**src/rtl/mac_tile_mp.sv**
```systemverilog
// Multi-precision weight-stationary MAC tile: activations and instructions flow
// west->east, psum flows north->south, weights are loaded by a small FSM.
module mac_tile_mp #(
   parameter int bw      = 4,
   parameter int wbw     = 4,
   parameter int psum_bw = 16,
   parameter int NLANE   = 2
) (
   input  logic               clk,
   input  logic               reset,
   input  logic               mode,
   input  logic [bw-1:0]      in_w,
   input  logic [2:0]         inst_w,
   input  logic [psum_bw-1:0] in_n,
   output logic [bw-1:0]      out_e,
   output logic [2:0]         inst_e,
   output logic [psum_bw-1:0] out_s
);

   localparam int lw = bw / NLANE;
   localparam int CW = $clog2(NLANE + 1);

   typedef enum logic [1:0] {EMPTY, PARTIAL, FULL} state_t;

   state_t               state_q, state_d;
   logic [CW-1:0]        cnt_q, cnt_d;
   logic                 mode_q, mode_d;
   logic [bw-1:0]        a_q, a_d;
   logic [psum_bw-1:0]   c_q, c_d;
   logic [2:0]           inst_q, inst_d;
   logic [wbw-1:0]       w_q [NLANE];
   logic [wbw-1:0]       w_d [NLANE];

   // Unsigned activation times signed weight, wrapped to psum_bw bits.
   function automatic logic [psum_bw-1:0] mul_term(input logic [bw-1:0] a,
                                                   input logic [wbw-1:0] w);
      logic [psum_bw-1:0] ae;
      logic [psum_bw-1:0] we;
      ae = psum_bw'(a);
      we = psum_bw'($signed(w));
      return ae * we;
   endfunction

   always_comb begin
      state_d   = state_q;
      cnt_d     = cnt_q;
      mode_d    = mode_q;
      w_d       = w_q;
      c_d       = in_n;
      a_d       = (inst_w[0] | inst_w[1]) ? in_w : a_q;
      inst_d[0] = 1'b0;
      inst_d[1] = inst_w[1];
      inst_d[2] = inst_w[2];
      if (inst_w[2]) begin
         state_d = EMPTY;
         cnt_d   = '0;
      end else begin
         case (state_q)
            EMPTY: begin
               if (inst_w[0]) begin
                  mode_d = mode;
                  w_d[0] = in_w[wbw-1:0];
                  if (!mode) begin
                     for (int k = 0; k < NLANE; k++) w_d[k] = in_w[wbw-1:0];
                     state_d = FULL;
                  end else begin
                     cnt_d   = CW'(1);
                     state_d = PARTIAL;
                  end
               end
            end
            PARTIAL: begin
               if (inst_w[0]) begin
                  for (int k = 0; k < NLANE; k++)
                     if (cnt_q == CW'(k)) w_d[k] = in_w[wbw-1:0];
                  cnt_d = cnt_q + CW'(1);
                  if (cnt_q + CW'(1) == CW'(NLANE)) state_d = FULL;
               end
            end
            FULL: inst_d[0] = inst_w[0];
            default: state_d = EMPTY;
         endcase
      end
   end

   // Single register stage per tile
   always_ff @(posedge clk) begin
      if (reset) begin
         state_q <= EMPTY;
         cnt_q   <= '0;
         mode_q  <= 1'b0;
         a_q     <= '0;
         c_q     <= '0;
         inst_q  <= '0;
         for (int k = 0; k < NLANE; k++) w_q[k] <= '0;
      end else begin
         state_q <= state_d;
         cnt_q   <= cnt_d;
         mode_q  <= mode_d;
         a_q     <= a_d;
         c_q     <= c_d;
         inst_q  <= inst_d;
         w_q     <= w_d;
      end
   end

   always_comb begin
      out_s = c_q;
      if (!mode_q) begin
         out_s = out_s + mul_term(a_q, w_q[0]);
      end else begin
         for (int k = 0; k < NLANE; k++)
            out_s = out_s + mul_term(bw'(a_q[k*lw +: lw]), w_q[k]);
      end
   end

   assign out_e  = a_q;
   assign inst_e = inst_q;

endmodule

```
**config.mk**
```make
export PLATFORM = sky130hd
export DESIGN_NAME = mac_tile_mp
export DESIGN_NICKNAME = d
export VERILOG_FILES = /design/src/rtl/mac_tile_mp.sv
export SDC_FILE = /design/constraint.sdc
export NUM_CORES = 1
export LEC_CHECK = 0
export BUFFER_PORTS_ARGS = -buffer_cell sky130_fd_sc_hd__clkbuf_2
export CAP_MARGIN = 20
export CORE_MARGIN = 5
export CORE_UTILIZATION = 60
export DETAILED_ROUTE_END_ITERATION = 8
export PLACE_DENSITY = 0.88
export SLEW_MARGIN = 30
export SYNTH_ARGS = -nofsm -noshare
export SYNTH_HDL_FRONTEND = slang
export SYNTH_SLANG_ARGS = --single-unit
export TNS_END_PERCENT = 100
```
**constraint.sdc**
```tcl
create_clock -name clk -period 5.6 [get_ports clk]
set_input_delay 0.28 -clock clk [delete_from_list [all_inputs] [get_ports clk]]
set_output_delay 0.28 -clock clk [all_outputs]
set_load 0.005 [all_outputs]
```
==> results.cfg <==
[global_routing]
grt-busiest-layer = met2
grt_antenna_before_repair = 0
grt_pass1_vias = 3682
gr-usage-met1_pct = 29.93
grt_usage_pct = 23.23
grt_use_met3_pct = 2.869
grt_pass1_wl_um = 16640
grt_util_met2_pct = 40.19
grt_max_degree = 37
grt_overflow = 0

[pwr]
cellLeakagePower_nw = 2.493
p_per_area_nw_per_um2 = 147.8
ir_drop_v = 0.0001882

[job]
drv_cap = 0

[critical_path]
endpoint_kind = primary output
required_ns = 5.32
cp_top_family = adder cells
r2r-start = state_q[1]
path_class = flop to primary output
critPathLaunch = out_e[0]
cpMaxStageDelayCell = fa_1
critPathArrivalTime_ns = 5.17
crit_chain = nand2b_1 > fa_1 > fa_1 > fa_1 > inv_1 > ha_2 > inv_1 > fa_1 > inv_1 > a21o_1 > a21oi_1 > xnor2_1 > ha_1 > inv_1 > o22a_1 > nand3_2 > a31oi_1 > xor2_1 > mux2i_1 > clkbuf_2
max_stage_delay_ns = 0.57
cp-start-kind = flop
worst-path-buf-inv = 5
worst-path-max-fanout = 7

[cts]
htreeDepth = 2
clk_pin_slew_ns = 0.08
clock_latency_ns = 0.29
clock_path_buffers = 2
clock-root-buffer = clkbuf_8
clock_sinks = 36
numCtsBuffers = 5
cts_tree = built

[die]
pin_count = 49
die_h_um = 94.45
die_w_um = 94.45
rows = 30
core_area_um2 = 6869
start_util_pct = 62.30
die_area_um2 = 8921

[sta]
fmax_mhz = 183.4
tightest_slew_ns = 0.7155
finalCritPeriodShare_pct = 97.36
rsz0062_at_grt = yes
finClkSkew_ns = 0.005340
slew_headroom_pct = 52.30
period_needed_ns = 5.452
setup_tns_ns = 0
finalSetupViolCount = 0
finalMaxSlewViolations = 0
hold_viol = 0

[synthesis]
yosys.area.top_type = ha_1
postSynthCellCount = 516
synth_warnings = 0
syn_nets = 629
syn_area_per_cell_um2 = 8.293
ys_seq_area_share_pct = 16.84
syn_area_um2 = 4279
yosys.area.top_type_share_pct = 18.42
synthTopCellsByArea = ha_1, dfxtp_1, fa_1
ys_ff_latch = 36
ys.flop_type = dfxtp_1
synthArstFlopShare_pct = 0
ys_types = 57
synth-edff-count = 0

[status]
status = finished, final reports clean

[drt]
vias_per_cell = 5.778
vias = 3796
wl_per_cell_um = 15.79
drtIter0Drc = 197
ant_nets = 0
drt-pass1-iter-count = 5
drc = 0
wirelength_um = 10370

[placement]
gp_congestion = 0.8880
dp_hpwl_um = 8176
post_dp_cell_area_um2 = 4597
placed_cells = 648
portBuffers = 48

[finish]
final_cell_area_um2 = 4771
final_nets = 673
areaGrowthSynthToFinish_pct = 11.49
drive_above_1_share_pct = 13.90
instances_no_fill = 657
diodes = 0
layout_commonest_cell = inv_1
final_cell_mix = inv_1, ha_1, clkbuf_2

[min_path]
min-delay-path-class = input pin to flop
hold_start = in_n[10]
==> repair_timing <==
action	in CTS	in global routing
pin swaps	0	2
hold buffers	0	0
gates resized for setup	2	12
cloned	0	0
setup endpoints to repair	2	7
buffers inserted	0	1
==> final cells by class <==
cell class,count,area (um2)
Clock buffer,7,86.33
Clock inverter,1,7.507
Fill cell,534,2098
Inverter,76,285.3
Multi-Input combinational cell,390,3284
Sequential cell,36,724.4
Tap cell,96,120.1
Timing Repair Buffer,51,262.8
==> synth_stat cells, types with 3 or more instances <==
cell type  count
inv_1         76
nand4_1        3
o21bai_1       4
nor3_1         9
a211oi_1       6
a21oi_1       37
a32oi_1        3
a21o_1        11
buf_2          4
xnor2_1       19
nor2_1        23
mux2i_1       12
a31oi_1        4
nor4b_1        3
nand2_1       36
ha_1          63
nand2b_1      10
clkbuf_1       8
or3_1          3
o21ai_0       23
dfxtp_1       36
xor2_1         8
fa_1          24
nor2b_1       20
and2_1        15
nand3_1        9
o21a_1         5
==> metrics by stage <==
step                      utilization, %  hold slack (ns)  power (mW)  worst slack [ns]
after floorplan                        -           0.3567      0.4347            0.6812
after global placement             66.92           0.4720      0.4928            0.4029
after detailed placement           66.92           0.4760      0.5038            0.1929
after CTS                          68.47           0.1931      0.6948           0.08566
after global routing               69.45           0.2006      0.7449          -0.07035
final                              69.45           0.1877      0.7053            0.1478
==> power breakdown <==
part | switching, mW | internal, mW | leakage [nW] | total (mW)
clock network | 0.0969 | 0.100 | 0.0445 | 0.197
registers | 0.0170 | 0.269 | 0.298 | 0.286
logic | 0.123 | 0.0998 | 2.15 | 0.223
==> kinds of logic after synthesis <==
group,Yosys count,synth area share (%)
flops,36,16.84
fa+ha+maj,87,29.65
buf+inv,90,8.012
simple gates,142,17.31
compound gates,119,18.80
mux,14,3.333
xor+xnor,28,6.053
==> final timing paths <==
path	to	slack, ns	cells past startpoint
setup reg to reg	w_q[3]	4.02	5
hold / removal	c_q[10]	0.19	2
hold reg to reg	inst_e[0]	0.50	2
setup / recovery	out_s[11]	0.15	20
==> metal layers <==
metal,vias to the layer above,part of all wire (%)
met3,20,4.5
met2,105,49
li1,1850,-
met5,-,0
met4,0,1.7
met1,1821,44
==> state kept, by name, summed over array words and instances, names as in the netlist <==
signal	flops
inst_e	3
state_q	2
w_q	8
out_e	4
cnt_q	2
c_q	16
mode_q	1
(Power assumes the default switching activity.)
